**src/rtl/cdm_pipe_mult.sv**
```systemverilog
// Pipelined carry-disregard multiplier W x W -> 2W; mode_i picks per-column mod-256 (0) or exact (1).
// Latency 3 cycles, 1/cycle, up to 3 in flight; a stage holds while its successor is full and stalled.
// Define CDM_ERRMON_EN to add err_o / err_cnt_o, the error against the exact product.
module cdm_pipe_mult #(
  parameter int W = 16
) (
  input  logic           clk,
  input  logic           rst_n,
  input  logic           in_valid,
  output logic           in_ready,
  input  logic [W-1:0]   a_i,
  input  logic [W-1:0]   b_i,
  input  logic           mode_i,
  output logic           out_valid,
  input  logic           out_ready,
  output logic [2*W-1:0] r_o,
`ifdef CDM_ERRMON_EN
  output logic [2*W-1:0] err_o,
  output logic [15:0]    err_cnt_o,
`endif
  output logic           mode_o
);
  localparam int N  = W / 8;
  localparam int C  = 2 * N;
  localparam int CW = 8 + $clog2(C);
  localparam int RW = 2 * W;

  logic          v1_q, v2_q, m1_q, m2_q;
  logic          load1, load2, load3;
  logic [15:0]   pp_q  [N*N];
  logic [CW-1:0] col_d [C];
  logic [CW-1:0] col_q [C];
  logic [RW-1:0] exact_d, cd_d, r_d;

  assign load3    = !out_valid || out_ready;
  assign load2    = !v2_q || load3;
  assign load1    = !v1_q || load2;
  assign in_ready = load1;

  // S1: exact 8x8 digit products
  always_ff @(posedge clk or negedge rst_n) begin
    if (!rst_n) begin
      v1_q <= 1'b0;
      m1_q <= 1'b0;
      for (int p = 0; p < N*N; p++) pp_q[p] <= '0;
    end else if (load1) begin
      v1_q <= in_valid;
      if (in_valid) begin
        m1_q <= mode_i;
        for (int i = 0; i < N; i++)
          for (int j = 0; j < N; j++)
            pp_q[i*N+j] <= 16'(a_i[8*i +: 8]) * 16'(b_i[8*j +: 8]);
      end
    end
  end

  // Low byte of pp[i][j] lands in column i+j, high byte in column i+j+1.
  always_comb begin
    for (int k = 0; k < C; k++) col_d[k] = '0;
    for (int i = 0; i < N; i++) begin
      for (int j = 0; j < N; j++) begin
        col_d[i+j]   = col_d[i+j]   + CW'(pp_q[i*N+j][7:0]);
        col_d[i+j+1] = col_d[i+j+1] + CW'(pp_q[i*N+j][15:8]);
      end
    end
  end

  always_ff @(posedge clk or negedge rst_n) begin
    if (!rst_n) begin
      v2_q <= 1'b0;
      m2_q <= 1'b0;
      for (int k = 0; k < C; k++) col_q[k] <= '0;
    end else if (load2) begin
      v2_q <= v1_q;
      if (v1_q) begin
        m2_q <= m1_q;
        for (int k = 0; k < C; k++) col_q[k] <= col_d[k];
      end
    end
  end

  // S3: either keep each column's low byte or propagate carries for the exact product.
  always_comb begin
    exact_d = '0;
    cd_d    = '0;
    for (int k = 0; k < C; k++) begin
      exact_d         = exact_d + (RW'(col_q[k]) << (8*k));
      cd_d[8*k +: 8]  = col_q[k][7:0];
    end
    r_d = m2_q ? exact_d : cd_d;
  end

  always_ff @(posedge clk or negedge rst_n) begin
    if (!rst_n) begin
      out_valid <= 1'b0;
      r_o       <= '0;
      mode_o    <= 1'b0;
    end else if (load3) begin
      out_valid <= v2_q;
      if (v2_q) begin
        r_o    <= r_d;
        mode_o <= m2_q;
      end
    end
  end

`ifdef CDM_ERRMON_EN
  logic [RW-1:0] err_d;
  assign err_d = exact_d - r_d;

  always_ff @(posedge clk or negedge rst_n) begin
    if (!rst_n) begin
      err_o     <= '0;
      err_cnt_o <= '0;
    end else begin
      if (load3 && v2_q) err_o <= err_d;
      if (out_valid && out_ready && err_o != '0 && err_cnt_o != 16'hFFFF)
        err_cnt_o <= err_cnt_o + 16'd1;
    end
  end
`endif

endmodule

```
**config.mk**
```make
export PLATFORM = sky130hd
export DESIGN_NAME = cdm_pipe_mult
export DESIGN_NICKNAME = d
export VERILOG_FILES = /design/src/rtl/cdm_pipe_mult.sv
export SDC_FILE = /design/constraint.sdc
export NUM_CORES = 1
export LEC_CHECK = 0
export ABC_AREA = 1
export ABC_CLOCK_PERIOD_IN_PS = 2300
export BUFFER_PORTS_ARGS = -buffer_cell sky130_fd_sc_hd__buf_2
export CAP_MARGIN = 20
export CORE_ASPECT_RATIO = 1.25
export CORE_MARGIN = 2
export CORE_UTILIZATION = 35
export DETAILED_ROUTE_END_ITERATION = 8
export GPL_TIMING_DRIVEN = 0
export PLACE_DENSITY = 0.56
export RECOVER_POWER = 100
export SLEW_MARGIN = 0
export SYNTH_ARGS = -nofsm -noshare
export SYNTH_HDL_FRONTEND = slang
export SYNTH_SLANG_ARGS = --single-unit
```
**constraint.sdc**
```tcl
create_clock -name clk -period 2.3 [get_ports clk]
set_clock_uncertainty 0.2 [all_clocks]
set_input_delay 0.345 -clock clk [delete_from_list [all_inputs] [get_ports clk]]
set_output_delay 0.345 -clock clk [all_outputs]
set_load 0.05 [all_outputs]
```
Yosys cells after proc, flatten, opt, wreduce, memory -nomap -nowiden --
Cells that the tools add are included.
Cells by class: add/subtract/negate cells 7, multiply operators 4, divide/modulo/power cells 0, magnitude comparators 0, equal/unequal tests 0, shift operators 0, multiplexer cells 1, bitwise operators 0, reduce and logical (&&, ||, !) cells 9
Operator list (number):
- 8-bit by 8-bit multiplier with 16-bit output | 4
- 27-bit by 32-bit adder with 32-bit output | 1
- 32-bit 2-to-1 mux | 1
- 19-bit by 26-bit adder with 27-bit output | 1
- 9-bit by 8-bit adder with 10-bit output | 2
- 8-bit by 18-bit adder with 19-bit output | 1
- 8-bit by 8-bit adder with 9-bit output | 2
- 2-bit AND reduction | 3
- 1-bit logical NOT | 3
- 1-bit logical OR | 3
Word-level totals: register bits 138, latch bits 0, RAM bits 0, memory bits (read-only) 0, input port bits 37, output and inout port bits 35, logic and storage cells 36, memories kept 0

Depth between registers and ports, before layout --
Gate-level depths: netlist of run 1.
depth after elaboration 5, gate-level depth with buffers 22, depth with buffers taken out 20

Worst setup path after synthesis of run 1 --
OpenSTA, ideal clock, no wires.
kind input to register, start point in a_i[8], end point reg pp_q[25] (netlist bit), setup time 0.117 ns, arrival time 4.116 ns, data required time 1.983 ns, path slack -2.134 ns, stages 18, buffers on the path 2, cells stage by stage clkbuf_1 -> clkbuf_1 -> nand2_1 -> fa_1 -> fa_1 -> inv_1 -> fa_1 -> inv_1 -> fa_1 -> inv_1 -> ha_1 -> nand2_1 -> inv_1 -> nand2_1 -> nand2_1 -> or2_2 -> nand3_1 -> nand2_1
On the way: longest elaborated chain between the ends 1
Ends and longest elaborated chain:
- start: declaration | line 11 | input logic [W-1:0] a_i,
- 8-bit by 8-bit multiplier with 16-bit output | line 52 | pp_q[i*N+j] <= 16'(a_i[8*i +: 8]) * 16'(b_i[8*j +: 8]);
- end signal: indexed assignment | line 52
- end: declaration | line 30 | logic [15:0] pp_q [N*N];
No other way between the ends. A chain may end at the register's enable or synchronous reset.

Worst setup path after layout of run 1 --
start point in b_i[12], end point reg pp_q[47] (netlist bit)
On the way: longest elaborated chain between the ends 1
Ends and longest elaborated chain:
- start: declaration | line 12 | input logic [W-1:0] b_i,
- 8-bit by 8-bit multiplier with 16-bit output | line 52
No other way between the ends.

==> results of run 1 <==
==> power by group through the flow <==
| stage | sequential, mW | combinational (mW) | clock [mW] |
|---|---|---|---|
| floorplan | 4.95 | 9.90 | 0 |
| global placement | 4.20 | 13.7 | 0 |
| detailed placement | 4.23 | 13.8 | 0 |
| CTS | 4.20 | 16.0 | 2.89 |
| global route | 4.32 | 19.4 | 3.00 |
| finish | 4.20 | 17.4 | 2.83 |
==> kinds of logic (layout without fill, tap and decap cells) <==
group,after synthesis,after routing
AND/OR/NAND/NOR,983,983
buffers and inverters,664,846
adder cells (fa/ha/maj),325,325
XOR/XNOR,18,18
AO/OA/AOI/OAI,121,121
flip-flops,138,138
==> how the worst max path moves through the flow <==
stage	from	slack, ps	endpoint
after floorplan	b_i[2]	-1720	pp_q[63]
after global placement	a_i[6]	-2200	pp_q[47]
after detailed placement	a_i[6]	-2220	pp_q[47]
after CTS	b_i[2]	-1410	pp_q[63]
after global routing	b_i[2]	-1590	pp_q[58]
final	b_i[12]	-1450	pp_q[47]
==> per-stage QoR <==
step	area (um2)	power [mW]	hold WS (ps)
after floorplan	17260	14.86	-150.6
after global placement	18180	17.86	261.3
after detailed placement	18210	18.06	157.0
after CTS	20920	23.12	4.589
after global routing	21540	26.70	16.39
final	21540	24.42	18.88
==> worst min-delay path: stages <==
cell	delay [ps]
clkbuf_16	130
nand3_1	70
o21ai_0	60
==> synth_stat cells (6+ instances only) <==
cell / count / area, um2
fa_1: 163 / 3263
nand3_1: 109 / 545.5
o21ai_0: 67 / 335.3
clkbuf_1: 67 / 251.5
inv_1: 568 / 2132
ha_1: 162 / 2027
nand2_1: 774 / 2905
a21oi_1: 38 / 190.2
buf_2: 16 / 80.08
xnor2_1: 6 / 52.55
nor2_1: 53 / 198.9
xor2_1: 12 / 105.1
nand4_1: 28 / 175.2
dfrtp_1: 138 / 3453
buf_4: 8 / 60.06
==> metal layers <==
layer | wire [um] | share of wire [%]
met5 | 0 | 0
met4 | 1597 | 3.4
met3 | 1361 | 2.9
met2 | 24790 | 52
met1 | 19910 | 42
==> sequential cells by signal, summed over array words and instances (netlist names) <==
| signal | cells |
|---|---|
| pp_q | 64 |
| cd_d | 32 |
| r_o | 32 |
| col_q | 4 |
| m1_q | 1 |
| m2_q | 1 |
| mode_o | 1 |
| out_valid | 1 |
| v1_q | 1 |
| v2_q | 1 |
==> area by class of cell <==
cell class / instances / area (um2)
fill: 4436 / 23750
multi-input combinational: 1447 / 11760
sequential: 138 / 3453
inverter: 571 / 2151
buffer: 93 / 1540
timing repair buffer: 151 / 1295
tap: 578 / 723.2
clock buffer: 24 / 501.7
clock inverter: 7 / 112.6
==> timing repair <==
| action | CTS | global route |
|---|---|---|
| endpoints found under the setup margin | 54 | 62 |
| buffers inserted | 77 | 23 |
| hold endpoints to repair | 60 | 0 |
| gates resized for setup | 260 | 164 |
| pin swaps | 128 | 99 |
| hold buffers | 3 | 0 |
| gates cloned | 10 | 1 |
==> flow_metrics.py, run 1 <==
metrics = {
    "setup_path": {
        "max_stage_delay_ps": 540,
        "path_class": "primary input to register",
        "cp.required_ps": 2420,
        "crit-reg2reg-launch": "pp_q[57]",
        "cp_slowest_cell": "fa_1",
        "rr_worst_depth": 11,
        "r2r_slack_ps": -200,
        "rr_endpoint": "cd_d[15]",
        "cp_cell_sequence": "clkbuf_16, clkbuf_16, nand2_1, inv_1, fa_1, fa_1, fa_1, inv_2, fa_1, inv_2, ha_4, nand2_4, inv_1, nand2_2, nand2_1, nand2_1, nand3_1, nand2_1, nand3_2, nand2_1",
        "cp_top_family": "adder cells",
        "crit_fanout": 5,
        "crit_buf_inv": 6,
        "crit_cells": 20,
        "arrival_ps": 3870,
        "endpoint_kind": "register",
        "crit_top_cell": "nand2_1",
        "cp-start-kind": "primary input",
    },
    "synth": {
        "syn-cell-area_mm2": 0.01608,
        "syn_inst": 2249,
        "synth_edf_count": 0,
        "syn_avg_cell_area_um2": 7.150,
        "yosysWarnings": 0,
        "ys_types": 37,
        "synth.mux.area_fraction_pct": 0,
        "ys_seq_area_share_pct": 21.48,
        "synth_ff_type": "dfrtp_1",
        "synthXorXnorAreaFrac_pct": 0.9804,
        "synth-seq-cells": 138,
        "synthArstFlopShare_pct": 100.0,
        "synth_nets": 2611,
        "synth_compound_area_share_pct": 4.124,
        "synthAdderAreaFrac_pct": 32.90,
        "synth_top_family_by_area": "adder cells",
        "yosys.area_share.simple_pct": 24.62,
    },
    "global_routing": {
        "grt_pass1_wl_um": 76300,
        "grt_overflow": 0,
        "gr-usage-met3_pct": 2.090,
        "grt_usage_pct": 20.52,
        "use_met1_pct": 24.47,
        "use_met2_pct": 38.25,
        "grt_max_degree": 81,
        "grt-busiest-layer": "met2",
        "antenna_found_initial": 0,
        "first_global_vias": 14350,
    },
    "timing": {
        "max_slew_margin_pct": 1.122,
        "setup_violations": 54,
        "slew_viol_final": 0,
        "min_period_ps": 3748,
        "clock.fmax_mhz": 266.8,
        "setup_tns_ps": -57010,
        "hold_violations": 0,
        "tightest_slew_ps": 1483,
        "rsz0062_at_grt": "yes",
        "setup_ws_ps": -1448,
        "fin_crit_sh_pct": 163.0,
    },
    "layout": {
        "layout_common_cells": "nand2_1, inv_1, fa_1",
        "nets": 2781,
        "drive_gt1_share_pct": 25.34,
        "syn2layout_area_growth_pct": 33.94,
        "final_common_cell": "nand2_1",
        "fin_cells": 3009,
        "fin_util_pct": 47.56,
        "diodes": 0,
    },
    "pwr": {
        "power_density_mw_per_mm2": 1134,
        "p_seq_share_pct": 17.2,
        "switching_share_pct": 49.25,
        "p_switching_mw": 12.03,
        "p_int_mw": 12.39,
        "clkPwrFrac_pct": 11.6,
        "combPwrFrac_pct": 71.2,
        "leakagePower_nw": 12.38,
        "ir_worst_vdd_uv": 569.7,
    },
    "placed_design": {
        "dpl.cell_count": 2867,
        "hpwl_um": 36700,
        "pre_cts_ws_ps": -2217,
        "io_buffers": 39,
        "gp_congestion": 0.8750,
    },
    "die": {
        "coreArea_mm2": 0.04528,
        "start_util_pct": 35.51,
        "ios": 72,
        "die-area_mm2": 0.04769,
        "die-width_um": 195.7,
        "rows": 87,
        "die_h_um": 243.6,
    },
    "min_path": {
        "hold-path-endpoint": "pp_q[32]",
        "holdCritStartpoint": "a_i[0]",
        "hold_depth": 3,
        "hold_class": "primary input to register",
    },
    "drt": {
        "wire_per_inst_um": 15.84,
        "via_per_inst": 4.619,
        "dr.pass1.iters": 5,
        "drtAntennaViolNets": 0,
        "first_iter_violations": 619,
        "vias": 13900,
        "drcViolationCount": 0,
        "routed_wl_um": 47660,
    },
    "clock_network": {
        "h-tree-depth": 4,
        "cts_tree": "built",
        "clk_pin_slew_worst_paths_ps": 60,
        "numClockSinks": 138,
        "root_buffer": "clkbuf_16",
        "cts_buffer_depth": 2,
        "insertion_delay_ps": 430,
        "cts_buffers": 17,
    },
    "status": {
        "violations": "negative setup slack",
        "outcome": "finished with violations",
    },
    "job": {
        "drv_cap": 0,
    },
}
Power figures use the tool's default switching activity.
==> run 2: changes to the inputs <==
--- a/config.mk
+++ b/config.mk
@@ -14,8 +14,10 @@
 export CORE_UTILIZATION = 35
 export DETAILED_ROUTE_END_ITERATION = 8
 export GPL_TIMING_DRIVEN = 0
+export MAX_ROUTING_LAYER = met4
 export PLACE_DENSITY = 0.56
 export RECOVER_POWER = 100
+export SKIP_LAST_GASP = 1
 export SLEW_MARGIN = 0
 export SYNTH_ARGS = -nofsm -noshare
 export SYNTH_HDL_FRONTEND = slang
==> flow_metrics.py, run 2 (synthesized netlist as in run 1, its figures left out) <==
metrics = {
    "status": {
        "outcome": "finished with violations",
        "violations": "negative setup slack",
    },
    "pwr": {
        "power_density_mw_per_mm2": 1111,
        "ir_worst_vdd_uv": 703.9,
        "leakagePower_nw": 12.56,
        "p_total_mw": 24.36,
    },
    "setup_path": {
        "endpoint_kind": "register",
        "max_stage_delay_ps": 520,
        "cp_slowest_cell": "fa_1",
        "crit_fanout": 5,
        "rr_worst_depth": 11,
        "cp.required_ps": 2470,
        "path_class": "primary input to register",
        "crit-reg2reg-launch": "pp_q[33]",
        "crit_buf_inv": 7,
        "cp_top_family": "adder cells",
        "cp_cell_sequence": "buf_12, clkbuf_16, buf_4, nand2_1, fa_1, fa_1, inv_1, fa_1, inv_1, fa_1, inv_2, ha_4, nand2_2, nand2_2, nand2_2, nand2_2, inv_1, nand2_1, xor2_1, nand2_1, nand2_1",
        "rr_endpoint": "cd_d[15]",
        "arrival_ps": 3920,
        "cp-start-kind": "primary input",
        "r2r_slack_ps": -170,
    },
    "layout": {
        "final_common_cell": "nand2_1",
        "fin_cells": 3045,
        "drive_gt1_share_pct": 26.80,
        "largest_reg_flops": 64,
        "regMostFlops": "pp_q",
        "fill_cells": 4482,
        "nets": 2815,
        "layout_common_cells": "nand2_1, inv_1, fa_1",
        "syn2layout_area_growth_pct": 36.31,
    },
    "clock_network": {
        "cts_buffer_depth": 2,
        "cts_tree": "built",
        "numClockSinks": 138,
        "insertion_delay_ps": 430,
        "cts_buffers": 17,
        "root_buffer": "clkbuf_16",
        "clk_pin_slew_worst_paths_ps": 60,
        "h-tree-depth": 4,
    },
    "timing": {
        "hold_violations": 0,
        "max_slew_margin_pct": 8.140,
        "setup_violations": 56,
        "tightest_slew_ps": 1378,
        "slew_viol_final": 0,
        "setup_ws_ps": -1452,
        "setup_tns_ps": -58090,
        "min_period_ps": 3752,
        "rsz0062_at_grt": "yes",
        "whs_ps": 58.47,
        "fin_crit_sh_pct": 163.1,
        "clock.fmax_mhz": 266.5,
    },
    "placed_design": {
        "dpl.cell_count": 2867,
        "io_buffers": 39,
        "gp_congestion": 0.8868,
        "hpwl_um": 37200,
    },
    "drt": {
        "via_per_inst": 4.627,
        "first_iter_violations": 656,
        "routed_wl_um": 48670,
        "wire_per_inst_um": 15.98,
        "drcViolationCount": 0,
        "vias": 14090,
        "drtAntennaViolNets": 0,
        "dr.pass1.iters": 5,
    },
    "global_routing": {
        "grt_pass1_wl_um": 76460,
        "antenna_found_initial": 1,
        "gr-usage-met3_pct": 2.256,
        "first_global_vias": 14370,
        "grt_overflow": 0,
        "grt_max_degree": 79,
        "use_met2_pct": 38.16,
        "use_met1_pct": 24.61,
        "grt_usage_pct": 21.24,
        "grt-busiest-layer": "met2",
    },
    "die": {
        "rows": 87,
        "ios": 72,
        "die-width_um": 195.7,
        "die_h_um": 243.6,
        "start_util_pct": 35.51,
        "coreArea_mm2": 0.04528,
        "die-area_mm2": 0.04769,
    },
    "min_path": {
        "hold-path-endpoint": "pp_q[16]",
        "hold_class": "primary input to register",
        "holdCritStartpoint": "a_i[8]",
        "hold_depth": 3,
    },
    "job": {
        "drv_cap": 0,
    },
}
[run 2: changes by cell type in the layout (fill, tap and decap cells not counted), moves of 5 or more]
cell / previous run / this run
buf_4: 64 / 97
clkbuf_8: 25 / 12
nand2_1: 656 / 642
nand3_2: 47 / 42
nand2_2: 87 / 100
[run 2: stage by stage]
stage / utilization (%) / instance area, um2 / worst slack, ps
after floorplan: - / 17260 / -1718
final: 48.41 / 21920 / -1452
after global routing: 48.41 / 21920 / -1607
after detailed placement: 40.22 / 18210 / -2231
after global placement: 40.15 / 18180 / -2215
after CTS: 46.26 / 20950 / -1452
[run 2: worst max path at each step]
stage | from | depth (start not counted) | end
after floorplan | b_i[2] | 21 | pp_q[63]
after CTS | b_i[2] | 21 | pp_q[63]
after detailed placement | a_i[6] | 17 | pp_q[47]
final | b_i[5] | 21 | pp_q[58]
after global routing | b_i[2] | 21 | pp_q[63]
after global placement | a_i[6] | 17 | pp_q[47]
[run 2: final cells by class]
type	count	area, um2	area share (%)
diodes	1	2.502	0.01142
repair buffers	185	1529	6.975
well taps	578	723.2	3.299
inverters	571	2148	9.801
plain buffers	93	1595	7.278
flip-flops and latches	138	3453	15.75
multi-input cells	1447	11820	53.92
clock inverters	14	220.2	1.005
clock buffers	18	429.2	1.958
[run 2: what timing repair did]
item / in CTS / in global routing
gates resized for setup: 231 / 202
endpoints found under the hold margin: 62 / 0
setup endpoints to repair: 54 / 63
gates cloned: 6 / 2
hold buffers: 3 / 0
buffers inserted: 94 / 40
pin swaps: 125 / 122
[run 2: where the power goes]
part / leakage [nW] / switching, mW / internal, mW / total [mW]
combinational: 10.5 / 10.2 / 6.95 / 17.2
clock: 0.303 / 1.08 / 1.93 / 3.01
sequential: 1.72 / 0.717 / 3.47 / 4.18
total: 12.6 / 12.0 / 12.3 / 24.4
[run 2: layer usage]
metal | up-vias | wire length [um]
li1 | 7021 | -
met1 | 6710 | 20150
met2 | 271 | 24880
met3 | 87 | 1687
met4 | 0 | 1945
met5 | - | 0
[run 2: tightest hold or removal path: stages]
cell,delay (ps)
clkbuf_16,140
nand3_1,80
o21ai_0,70
==> run 3: changes to the inputs <==
--- a/config.mk
+++ b/config.mk
@@ -7,7 +7,7 @@
 export LEC_CHECK = 0
 export ABC_AREA = 1
 export ABC_CLOCK_PERIOD_IN_PS = 2300
-export BUFFER_PORTS_ARGS = -buffer_cell sky130_fd_sc_hd__buf_2
+export BUFFER_PORTS_ARGS = -buffer_cell sky130_fd_sc_hd__clkbuf_2
 export CAP_MARGIN = 20
 export CORE_ASPECT_RATIO = 1.25
 export CORE_MARGIN = 2
==> flow_metrics.py, run 3 (synthesized netlist as in run 1, its figures left out) <==
metrics = {
    "pwr": {
        "leakagePower_nw": 12.54,
        "power_density_mw_per_mm2": 1120,
        "p_total_mw": 24.57,
        "ir_worst_vdd_uv": 617.5,
    },
    "drt": {
        "routed_wl_um": 48760,
        "vias": 14150,
        "drtAntennaViolNets": 0,
        "dr.pass1.iters": 5,
        "drcViolationCount": 0,
        "wire_per_inst_um": 16.06,
        "first_iter_violations": 719,
        "via_per_inst": 4.661,
    },
    "setup_path": {
        "cp_top_family": "adder cells",
        "rr_worst_depth": 11,
        "cp-start-kind": "primary input",
        "crit_buf_inv": 7,
        "max_stage_delay_ps": 550,
        "cp_slowest_cell": "fa_1",
        "arrival_ps": 3900,
        "rr_endpoint": "cd_d[23]",
        "r2r_slack_ps": -180,
        "endpoint_kind": "register",
        "path_class": "primary input to register",
        "crit_fanout": 7,
        "crit-reg2reg-launch": "pp_q[1]",
        "cp.required_ps": 2420,
        "startpoint": "a_i[3]",
        "cp_cell_sequence": "clkbuf_16, clkbuf_16, nand2_4, inv_2, fa_1, inv_2, fa_1, inv_2, fa_1, inv_1, fa_1, inv_2, ha_4, nand2_4, nor2_4, and2_1, nand2_1, nand3_1, nand2_1, nand3_2, nand2_1",
    },
    "timing": {
        "setup_ws_ps": -1484,
        "min_period_ps": 3784,
        "slew_viol_final": 0,
        "hold_violations": 0,
        "whs_ps": 52.40,
        "max_slew_margin_pct": 41.98,
        "setup_violations": 55,
        "clock.fmax_mhz": 264.2,
        "rsz0062_at_grt": "yes",
        "tightest_slew_ps": 870.3,
        "fin_crit_sh_pct": 164.5,
        "setup_tns_ps": -58080,
    },
    "layout": {
        "fill_cells": 4445,
        "drive_gt1_share_pct": 26.62,
        "nets": 2806,
        "largest_reg_flops": 64,
        "syn2layout_area_growth_pct": 36.38,
        "final_common_cell": "nand2_1",
        "fin_area_mm2": 0.02193,
        "regMostFlops": "pp_q",
        "layout_common_cells": "nand2_1, inv_1, fa_1",
    },
    "die": {
        "start_util_pct": 35.51,
        "die_h_um": 243.6,
        "ios": 72,
        "die-area_mm2": 0.04769,
        "rows": 87,
        "coreArea_mm2": 0.04528,
        "die-width_um": 195.7,
    },
    "placed_design": {
        "hpwl_um": 36680,
        "gp_congestion": 0.8979,
        "dpl_cell_area_mm2": 0.01822,
        "io_buffers": 39,
    },
    "clock_network": {
        "cts_buffer_depth": 2,
        "cts_buffers": 17,
        "insertion_delay_ps": 440,
        "numClockSinks": 138,
        "cts_tree": "built",
        "clk_pin_slew_worst_paths_ps": 60,
        "root_buffer": "clkbuf_16",
        "h-tree-depth": 4,
    },
    "min_path": {
        "hold-path-endpoint": "pp_q[16]",
        "hold_class": "primary input to register",
        "holdCritStartpoint": "b_i[0]",
        "hold_depth": 3,
    },
    "global_routing": {
        "first_global_vias": 14420,
        "grt_usage_pct": 21.58,
        "antenna_found_initial": 1,
        "grt_pass1_wl_um": 77380,
        "grt_overflow": 0,
        "grt_max_degree": 108,
    },
    "status": {
        "violations": "negative setup slack",
        "outcome": "finished with violations",
    },
    "job": {
        "drv_cap": 0,
    },
}
==> run 3: changes by cell type in the layout (fill, tap and decap cells not counted), sizes merged <==
cell / change
buf: -16
bufinv: -2
clkbuf: +10
clkinv: +1
inv: -2
==> run 3: routing by layer <==
| metal | wire, um | up-vias | global-route usage [%] |
|---|---|---|---|
| li1 | - | 7008 | - |
| met1 | 20230 | 6758 | 25.21 |
| met2 | 24640 | 279 | 37.91 |
| met3 | 1619 | 107 | 2.090 |
| met4 | 2269 | 0 | 9.113 |
| met5 | 0 | - | - |
==> run 3: worst max path at each step <==
stage	end	slack, ps	cells past startpoint
floorplan	pp_q[63]	-1720	21
global placement	pp_q[47]	-2190	17
detailed placement	pp_q[47]	-2210	17
CTS	pp_q[63]	-1460	21
global route	pp_q[63]	-1630	21
finish	pp_q[63]	-1480	21
==> run 3: what timing repair did <==
| action | 4_1_cts | 5_1_grt |
|---|---|---|
| gates cloned | 9 | 0 |
| resized for setup | 263 | 190 |
| endpoints found under the hold margin | 33 | 0 |
| hold buffers | 3 | 0 |
| buffers inserted | 98 | 29 |
| setup endpoints to repair | 54 | 62 |
| pin swaps | 152 | 160 |
==> run 3: per-stage QoR <==
stage / instances / worst slack, ps / utilization (%)
after global placement: 2866 / -2195 / 40.15
after CTS: 3009 / -1460 / 46.61
final: 3036 / -1484 / 48.43
after floorplan: 2249 / -1718 / -
after detailed placement: 2867 / -2208 / 40.23
after global routing: 3036 / -1628 / 48.43
==> run 3: where the power goes <==
group          switching, mW  total, mW  leakage [nW]  internal [mW]
registers              0.712       4.18          1.72           3.47
clock network           1.04       2.82         0.291           1.78
logic                   10.4       17.6          10.5           7.18
==> run 3: area by class of cell <==
cell class / instances / area, um2 / share of cell area [%]
Antenna cell: 1 / 2.502 / 0.01141
Buffer: 93 / 1579 / 7.200
Clock buffer: 21 / 470.5 / 2.145
Clock inverter: 11 / 143.9 / 0.6561
Inverter: 571 / 2153 / 9.819
Multi-Input combinational cell: 1447 / 11900 / 54.26
Sequential cell: 138 / 3453 / 15.75
Tap cell: 578 / 723.2 / 3.298
Timing Repair Buffer: 176 / 1504 / 6.858
==> run 3: worst min-delay path, stage by stage <==
cell	delay, ps
clkbuf_8	160
nand3_1	80
o21ai_0	70
